`src/rtl/alu_pkg.sv`:
```
// Shared ALU control encodings and issue-FSM state type for the ALU issue unit.
package alu_pkg;

    localparam logic [4:0] ALU_ADD = 5'b00000;
    localparam logic [4:0] ALU_SUB = 5'b00100;
    localparam logic [4:0] ALU_MUL = 5'b01000;
    localparam logic [4:0] ALU_DIV = 5'b01100;
    localparam int ALU_LOGIC_BIT  = 4;
    localparam int ALU_SIGNED_BIT = 0;

    typedef enum logic [1:0] {
        ST_IDLE  = 2'd0,
        ST_DRIVE = 2'd1,
        ST_RESP  = 2'd2
    } issue_state_t;

    // MUL and DIV are the multicycle paths through the ALU.
    function automatic logic is_muldiv(input logic [4:0] ctrl);
        return !ctrl[ALU_LOGIC_BIT] && ctrl[3];
    endfunction

endpackage

```
`src/rtl/alu_cmd_fifo.sv`:
```
// Synchronous command FIFO; full/empty are derived from an occupancy count one bit wider than the pointers.
module alu_cmd_fifo #(
    parameter int DATA_W = 8,
    parameter int DEPTH  = 4
) (
    input  logic                       clk,
    input  logic                       rst_n,
    input  logic                       push,
    input  logic [DATA_W-1:0]          push_data,
    input  logic                       pop,
    output logic [DATA_W-1:0]          pop_data,
    output logic                       full,
    output logic                       empty,
    output logic [$clog2(DEPTH):0]     count
);
    localparam int AW = $clog2(DEPTH);

    logic [DATA_W-1:0] mem [DEPTH];
    logic [AW-1:0]     wr_ptr_reg;
    logic [AW-1:0]     rd_ptr_reg;
    logic [AW:0]       count_reg;
    logic              push_ok;
    logic              pop_ok;

    // A push is refused whenever full, even if a pop frees a slot in the same cycle.
    assign full     = (count_reg == (AW+1)'(DEPTH));
    assign empty    = (count_reg == '0);
    assign count    = count_reg;
    assign push_ok  = push && !full;
    assign pop_ok   = pop && !empty;
    assign pop_data = mem[rd_ptr_reg];

    always_ff @(posedge clk) begin
        if (push_ok) begin
            mem[wr_ptr_reg] <= push_data;
        end
    end

    always_ff @(posedge clk or negedge rst_n) begin
        if (!rst_n) begin
            wr_ptr_reg <= '0;
            rd_ptr_reg <= '0;
            count_reg  <= '0;
        end else begin
            if (push_ok) wr_ptr_reg <= wr_ptr_reg + AW'(1);
            if (pop_ok)  rd_ptr_reg <= rd_ptr_reg + AW'(1);
            case ({push_ok, pop_ok})
                2'b10:   count_reg <= count_reg + (AW+1)'(1);
                2'b01:   count_reg <= count_reg - (AW+1)'(1);
                default: count_reg <= count_reg;
            endcase
        end
    end

endmodule

```
`src/rtl/alu_issue_unit.sv`:
```
// Issues buffered, tagged commands to a combinational ALU one at a time and returns tagged responses.
module alu_issue_unit
    import alu_pkg::*;
#(
    parameter int WIDTH       = 32,
    parameter int FIFO_DEPTH  = 4,
    parameter int TAG_W       = 4,
    parameter int MULDIV_WAIT = 2
) (
    input  logic                      clk,
    input  logic                      rst_n,
    input  logic                      cmd_valid,
    output logic                      cmd_ready,
    input  logic [WIDTH-1:0]          cmd_a,
    input  logic [WIDTH-1:0]          cmd_b,
    input  logic [4:0]                cmd_ctrl,
    input  logic [$clog2(WIDTH)-1:0]  cmd_shamt,
    input  logic [TAG_W-1:0]          cmd_tag,
    output logic [WIDTH-1:0]          alu_operand_a,
    output logic [WIDTH-1:0]          alu_operand_b,
    output logic [4:0]                alu_control,
    output logic [$clog2(WIDTH)-1:0]  alu_shift_amount,
    input  logic [WIDTH-1:0]          alu_result,
    input  logic                      alu_zero,
    input  logic                      alu_overflow,
    output logic                      rsp_valid,
    input  logic                      rsp_ready,
    output logic [WIDTH-1:0]          rsp_result,
    output logic                      rsp_zero,
    output logic                      rsp_overflow,
    output logic [TAG_W-1:0]          rsp_tag,
    output logic                      busy,
    output logic [15:0]               ovf_count
);
    localparam int SW = $clog2(WIDTH);
    localparam int PW = TAG_W + SW + 5 + 2*WIDTH;
    localparam int CW = $clog2(FIFO_DEPTH) + 1;
    localparam int WW = (MULDIV_WAIT > 0) ? $clog2(MULDIV_WAIT + 1) : 1;

    logic [PW-1:0]      fifo_rd_data;
    logic               fifo_full;
    logic               fifo_empty;
    logic [CW-1:0]      fifo_count;
    logic               fifo_pop;
    logic [WIDTH-1:0]   head_a;
    logic [WIDTH-1:0]   head_b;
    logic [4:0]         head_ctrl;
    logic [SW-1:0]      head_shamt;
    logic [TAG_W-1:0]   head_tag;

    issue_state_t       state_reg;
    logic [WW-1:0]      wait_cnt_reg;
    logic [WIDTH-1:0]   alu_a_reg;
    logic [WIDTH-1:0]   alu_b_reg;
    logic [4:0]         alu_ctrl_reg;
    logic [SW-1:0]      alu_shamt_reg;
    logic [TAG_W-1:0]   alu_tag_reg;
    logic               rsp_valid_reg;
    logic [WIDTH-1:0]   rsp_result_reg;
    logic               rsp_zero_reg;
    logic               rsp_overflow_reg;
    logic [TAG_W-1:0]   rsp_tag_reg;
    logic [15:0]        ovf_count_reg;

    assign cmd_ready = !fifo_full;
    assign fifo_pop  = (state_reg == ST_IDLE) && !fifo_empty;
    assign {head_tag, head_shamt, head_ctrl, head_b, head_a} = fifo_rd_data;

    alu_cmd_fifo #(
        .DATA_W (PW),
        .DEPTH  (FIFO_DEPTH)
    ) u_cmd_fifo (
        .clk       (clk),
        .rst_n     (rst_n),
        .push      (cmd_valid && cmd_ready),
        .push_data ({cmd_tag, cmd_shamt, cmd_ctrl, cmd_b, cmd_a}),
        .pop       (fifo_pop),
        .pop_data  (fifo_rd_data),
        .full      (fifo_full),
        .empty     (fifo_empty),
        .count     (fifo_count)
    );

    always_ff @(posedge clk or negedge rst_n) begin
        if (!rst_n) begin
            state_reg        <= ST_IDLE;
            wait_cnt_reg     <= '0;
            alu_a_reg        <= '0;
            alu_b_reg        <= '0;
            alu_ctrl_reg     <= '0;
            alu_shamt_reg    <= '0;
            alu_tag_reg      <= '0;
            rsp_valid_reg    <= 1'b0;
            rsp_result_reg   <= '0;
            rsp_zero_reg     <= 1'b0;
            rsp_overflow_reg <= 1'b0;
            rsp_tag_reg      <= '0;
            ovf_count_reg    <= '0;
        end else begin
            case (state_reg)
                ST_IDLE: begin
                    if (!fifo_empty) begin
                        alu_a_reg     <= head_a;
                        alu_b_reg     <= head_b;
                        alu_ctrl_reg  <= head_ctrl;
                        alu_shamt_reg <= head_shamt;
                        alu_tag_reg   <= head_tag;
                        wait_cnt_reg  <= is_muldiv(head_ctrl) ? WW'(MULDIV_WAIT) : '0;
                        state_reg     <= ST_DRIVE;
                    end
                end
                ST_DRIVE: begin
                    // Operands stay put until the multicycle hold has elapsed, then the ALU outputs are sampled.
                    if (wait_cnt_reg != '0) begin
                        wait_cnt_reg <= wait_cnt_reg - WW'(1);
                    end else begin
                        rsp_result_reg   <= alu_result;
                        rsp_zero_reg     <= alu_zero;
                        rsp_overflow_reg <= alu_overflow;
                        rsp_tag_reg      <= alu_tag_reg;
                        rsp_valid_reg    <= 1'b1;
                        if (alu_overflow && (ovf_count_reg != 16'hFFFF)) begin
                            ovf_count_reg <= ovf_count_reg + 16'd1;
                        end
                        state_reg <= ST_RESP;
                    end
                end
                ST_RESP: begin
                    if (rsp_ready) begin
                        rsp_valid_reg <= 1'b0;
                        state_reg     <= ST_IDLE;
                    end
                end
                default: state_reg <= ST_IDLE;
            endcase
        end
    end

    assign alu_operand_a    = alu_a_reg;
    assign alu_operand_b    = alu_b_reg;
    assign alu_control      = alu_ctrl_reg;
    assign alu_shift_amount = alu_shamt_reg;
    assign rsp_valid        = rsp_valid_reg;
    assign rsp_result       = rsp_result_reg;
    assign rsp_zero         = rsp_zero_reg;
    assign rsp_overflow     = rsp_overflow_reg;
    assign rsp_tag          = rsp_tag_reg;
    assign busy             = (state_reg != ST_IDLE) || (fifo_count != '0);
    assign ovf_count        = ovf_count_reg;

endmodule

```
`config.mk`:
```
export PLATFORM = sky130hd
export DESIGN_NAME = alu_issue_unit
export DESIGN_NICKNAME = d
export VERILOG_FILES = /design/src/rtl/alu_pkg.sv /design/src/rtl/alu_cmd_fifo.sv /design/src/rtl/alu_issue_unit.sv
export SDC_FILE = /design/constraint.sdc
export NUM_CORES = 1
export LEC_CHECK = 0
export ABC_AREA = 1
export ABC_CLOCK_PERIOD_IN_PS = 4000
export BUFFER_PORTS_ARGS = -buffer_cell sky130_fd_sc_hd__clkbuf_2
export CAP_MARGIN = 0
export CORE_MARGIN = 2
export CORE_UTILIZATION = 51
export DETAILED_ROUTE_END_ITERATION = 6
export PLACE_DENSITY = 0.75
export SLEW_MARGIN = 10
export SYNTH_ARGS = -nofsm -noshare
export SYNTH_HDL_FRONTEND = slang
export SYNTH_SLANG_ARGS = --single-unit
```
`constraint.sdc`:
```
create_clock -name clk -period 4 [get_ports clk]
set_input_delay 0.8 -clock clk [delete_from_list [all_inputs] [get_ports clk]]
set_output_delay 0.8 -clock clk [all_outputs]
set_load 0.1 [all_outputs]
```
==> impl_metrics.env <==
export IMPL_yosys_warnings=0
export IMPL_grt_pass1_vias=11661
export IMPL_clk_latency_ns=0.55
export IMPL_place_hpwl_um=23660
export IMPL_cts_setup_buffers=0
export IMPL_r2r_slack_ns=1.32
export IMPL_cp_arrival_ns=3.13
export IMPL_synthMuxAreaShare_pct=0
export IMPL_worst_setup_path_type="reg -> reg"
export IMPL_cp_start_kind="flip-flop"
export IMPL_grt_max_degree=105
export IMPL_multi_input_area_mm2=0.004044
export IMPL_row_count=67
export IMPL_layoutNonFillerInstCount=2190
export IMPL_die_area_mm2=0.03581
export IMPL_cts_tree="done"
export IMPL_fin_hold_ws_ns=0.3148
export IMPL_period_needed_ns=2.676
export IMPL_end_kind="flip-flop"
export IMPL_place_inst=2101
export IMPL_die_x_um=189.2
export IMPL_cts_repair_resized=0
export IMPL_fmax_mhz=373.7
export IMPL_path_clk_slew_ns=0.06
export IMPL_syn_avg_cell_area_um2=11.91
export IMPL_syn_nets=1593
export IMPL_fin_worst_skew_ns=0.02338
export IMPL_slew_headroom_pct=20.79
export IMPL_core_area_mm2=0.03370
export IMPL_hp_class="in -> async"
export IMPL_wl_um=39810
export IMPL_synthArstFlopShare_pct=31.58
export IMPL_numCtsBuffers=46
export IMPL_grtUsageTotal_pct=22.34
export IMPL_regToRegStartpoint="u_cmd_fifo.rd_ptr_reg[0]$_DFFE_PN0P_"
export IMPL_synth_top_area_share_pct=53.54
export IMPL_clockBufferDepth=3
export IMPL_synth_simple_area_share_pct=14.09
export IMPL_syn_inst=1469
export IMPL_setup_viol=0
export IMPL_synth_edf_count=312
export IMPL_initial_utilization_pct=51.93
export IMPL_vias=11769
export IMPL_synthTopCellsByArea="edfxtp_1 (54%), dfrtp_1 (21%), nor2_1 (8.5%)"
export IMPL_yosys_area_top_type="edfxtp_1"
export IMPL_synthMostInstantiatedCell="nor2_1"
export IMPL_ys_flop_type="edfxtp_1"
export IMPL_r2r_end="alu_operand_a[8]$_DFFE_PN0P_"
export IMPL_layout_drive_gt1_share_pct=20.02
export IMPL_synth_top_family_by_area="simple AND/OR/NAND/NOR gates"
export IMPL_dr_first_iter_drc_count=714
export IMPL_crit_required_ns=4.46
export IMPL_synth_xor_area_share_pct=0.5505
export IMPL_grt_remaining_overflow=0
export IMPL_status="complete, no violations"
export IMPL_maxCapViolations=0
export IMPL_synth_commonest_cells="nor2_1 (396), edfxtp_1 (312), nand2_1 (206), o21ai_0 (163), dfrtp_1 (144)"
export IMPL_synth_compound_area_share_pct=7.679
export IMPL_grt_pass1_wl_um=62270
export IMPL_drc_errors=0
export IMPL_utilization_pct=61.35
export IMPL_drt_pass1_iterations=5
export IMPL_synth_area_mm2=0.01750
export IMPL_finalHoldViolations=0
export IMPL_clockRootBuffer="clkbuf_16"
export IMPL_drv_slew=0
export IMPL_die_y_um=189.2
export IMPL_fillers=2611
export IMPL_critPathLaunch="u_cmd_fifo.rd_ptr_reg[0]$_DFFE_PN0P_"
export IMPL_cts_hold_buf=0
export IMPL_synth_distinct_cells=29
export IMPL_top_register="u_cmd_fifo.mem"
export IMPL_drtAntennaViolNets=0
export IMPL_timing_final_crit_share_pct=66.89
export IMPL_regArea_mm2=0.01298
export IMPL_worst_slew_pin_slew_ns=1.188
export IMPL_portBuffers=246
export IMPL_gp_congestion=0.8088
export IMPL_via_per_inst=5.374
export IMPL_final_nets=1825
export IMPL_ios=247
export IMPL_path_max_fanout=102
export IMPL_synthAdderAreaFrac_pct=0.6149
export IMPL_cts_sinks=456
export IMPL_wl_per_cell_um=18.18
export IMPL_ys_seq_area_share_pct=74.13
export IMPL_h_tree_depth=2
export IMPL_antenna_found_initial=7
export IMPL_rsz0062_at_grt="false"
export IMPL_ys_ff_latch=456
export IMPL_largest_register_ffs=312
export IMPL_area_growth_pct=18.15
export IMPL_rr_worst_depth=5
==> worst max-delay path by stage <==
stage,endpoint,slack (ns),cells after the start
floorplan,u_cmd_fifo.mem[0][0]$_DFFE_PP_,-0.18,4
global route,wait_cnt_reg[1]$_DFFE_PN0P_,1.15,7
detailed placement,u_cmd_fifo.mem[1][66]$_DFFE_PP_,1.35,4
CTS,alu_operand_a[8]$_DFFE_PN0P_,1.33,5
finish,alu_operand_a[8]$_DFFE_PN0P_,1.32,5
global placement,u_cmd_fifo.mem[1][71]$_DFFE_PP_,1.38,4
==> routing by layer <==
layer | part of all wire [%] | vias up | GRT usage (%) | routed length, um
li1 | - | 5515 | - | -
met1 | 41 | 5689 | 29.82 | 16240
met2 | 48 | 491 | 36.62 | 19200
met3 | 8.7 | 68 | 4.819 | 3465
met4 | 2.2 | 6 | 7.782 | 860
met5 | 0.10 | - | 0 | 40
==> metrics by stage <==
step	instance area [um^2]	setup WS, ns	TNS [ns]
floorplan	17510	-0.1819	-56.75
global placement	19160	1.376	0
detailed placement	19160	1.345	0
CTS	20670	1.332	0
global route	20670	1.145	0
finish	20680	1.324	0
==> placed cells by master, fill, tap and decap left out, types with 3 or more instances in the layout <==
master	n
ha_1	7
nor2_4	7
diode_2	4
xnor2_1	5
clkbuf_16	47
clkbuf_1	15
bufinv_16	4
clkbuf_8	6
clkbuf_2	245
nand3_1	15
a31oi_1	73
edfxtp_1	312
clkinv_1	6
xor2_1	6
inv_1	29
nand4_1	8
nor2_1	392
inv_2	3
dfrtp_1	142
clkinv_2	5
o21ai_0	163
a21oi_1	3
o22ai_1	4
buf_12	6
nand2_1	206
o21ai_1	3
buf_4	10
==> critical path: stages (launching register included) <==
cell     delay, ns
dfrtp_4       0.83
buf_4         0.95
nor2_1        0.13
nor2_1        0.16
o21ai_0       0.17
a31oi_1       0.24
==> cell families (layout without fill, tap and decap cells) <==
family | after synthesis | after routing
and+or+nand+nor | 633 | 633
AOI/OAI and AO/OA | 247 | 247
other | 0 | 4
buffers and inverters | 114 | 383
DFF | 456 | 456
xor gates and xnor gates | 11 | 11
adders and majority gates | 8 | 8
==> final cells by class <==
class / instances / share of cell area (%)
clock inverters: 17 / 0.9319
well taps: 448 / 2.711
flip-flops and latches: 456 / 62.78
clock buffers: 68 / 6.360
inverters: 36 / 0.6838
diodes: 4 / 0.04841
repair buffers: 262 / 6.929
multi-input cells: 899 / 19.56
Power is left out: the tool's default activity adds up to more than one toggle a clock period on the data nets, which glitch-free logic cannot reach.
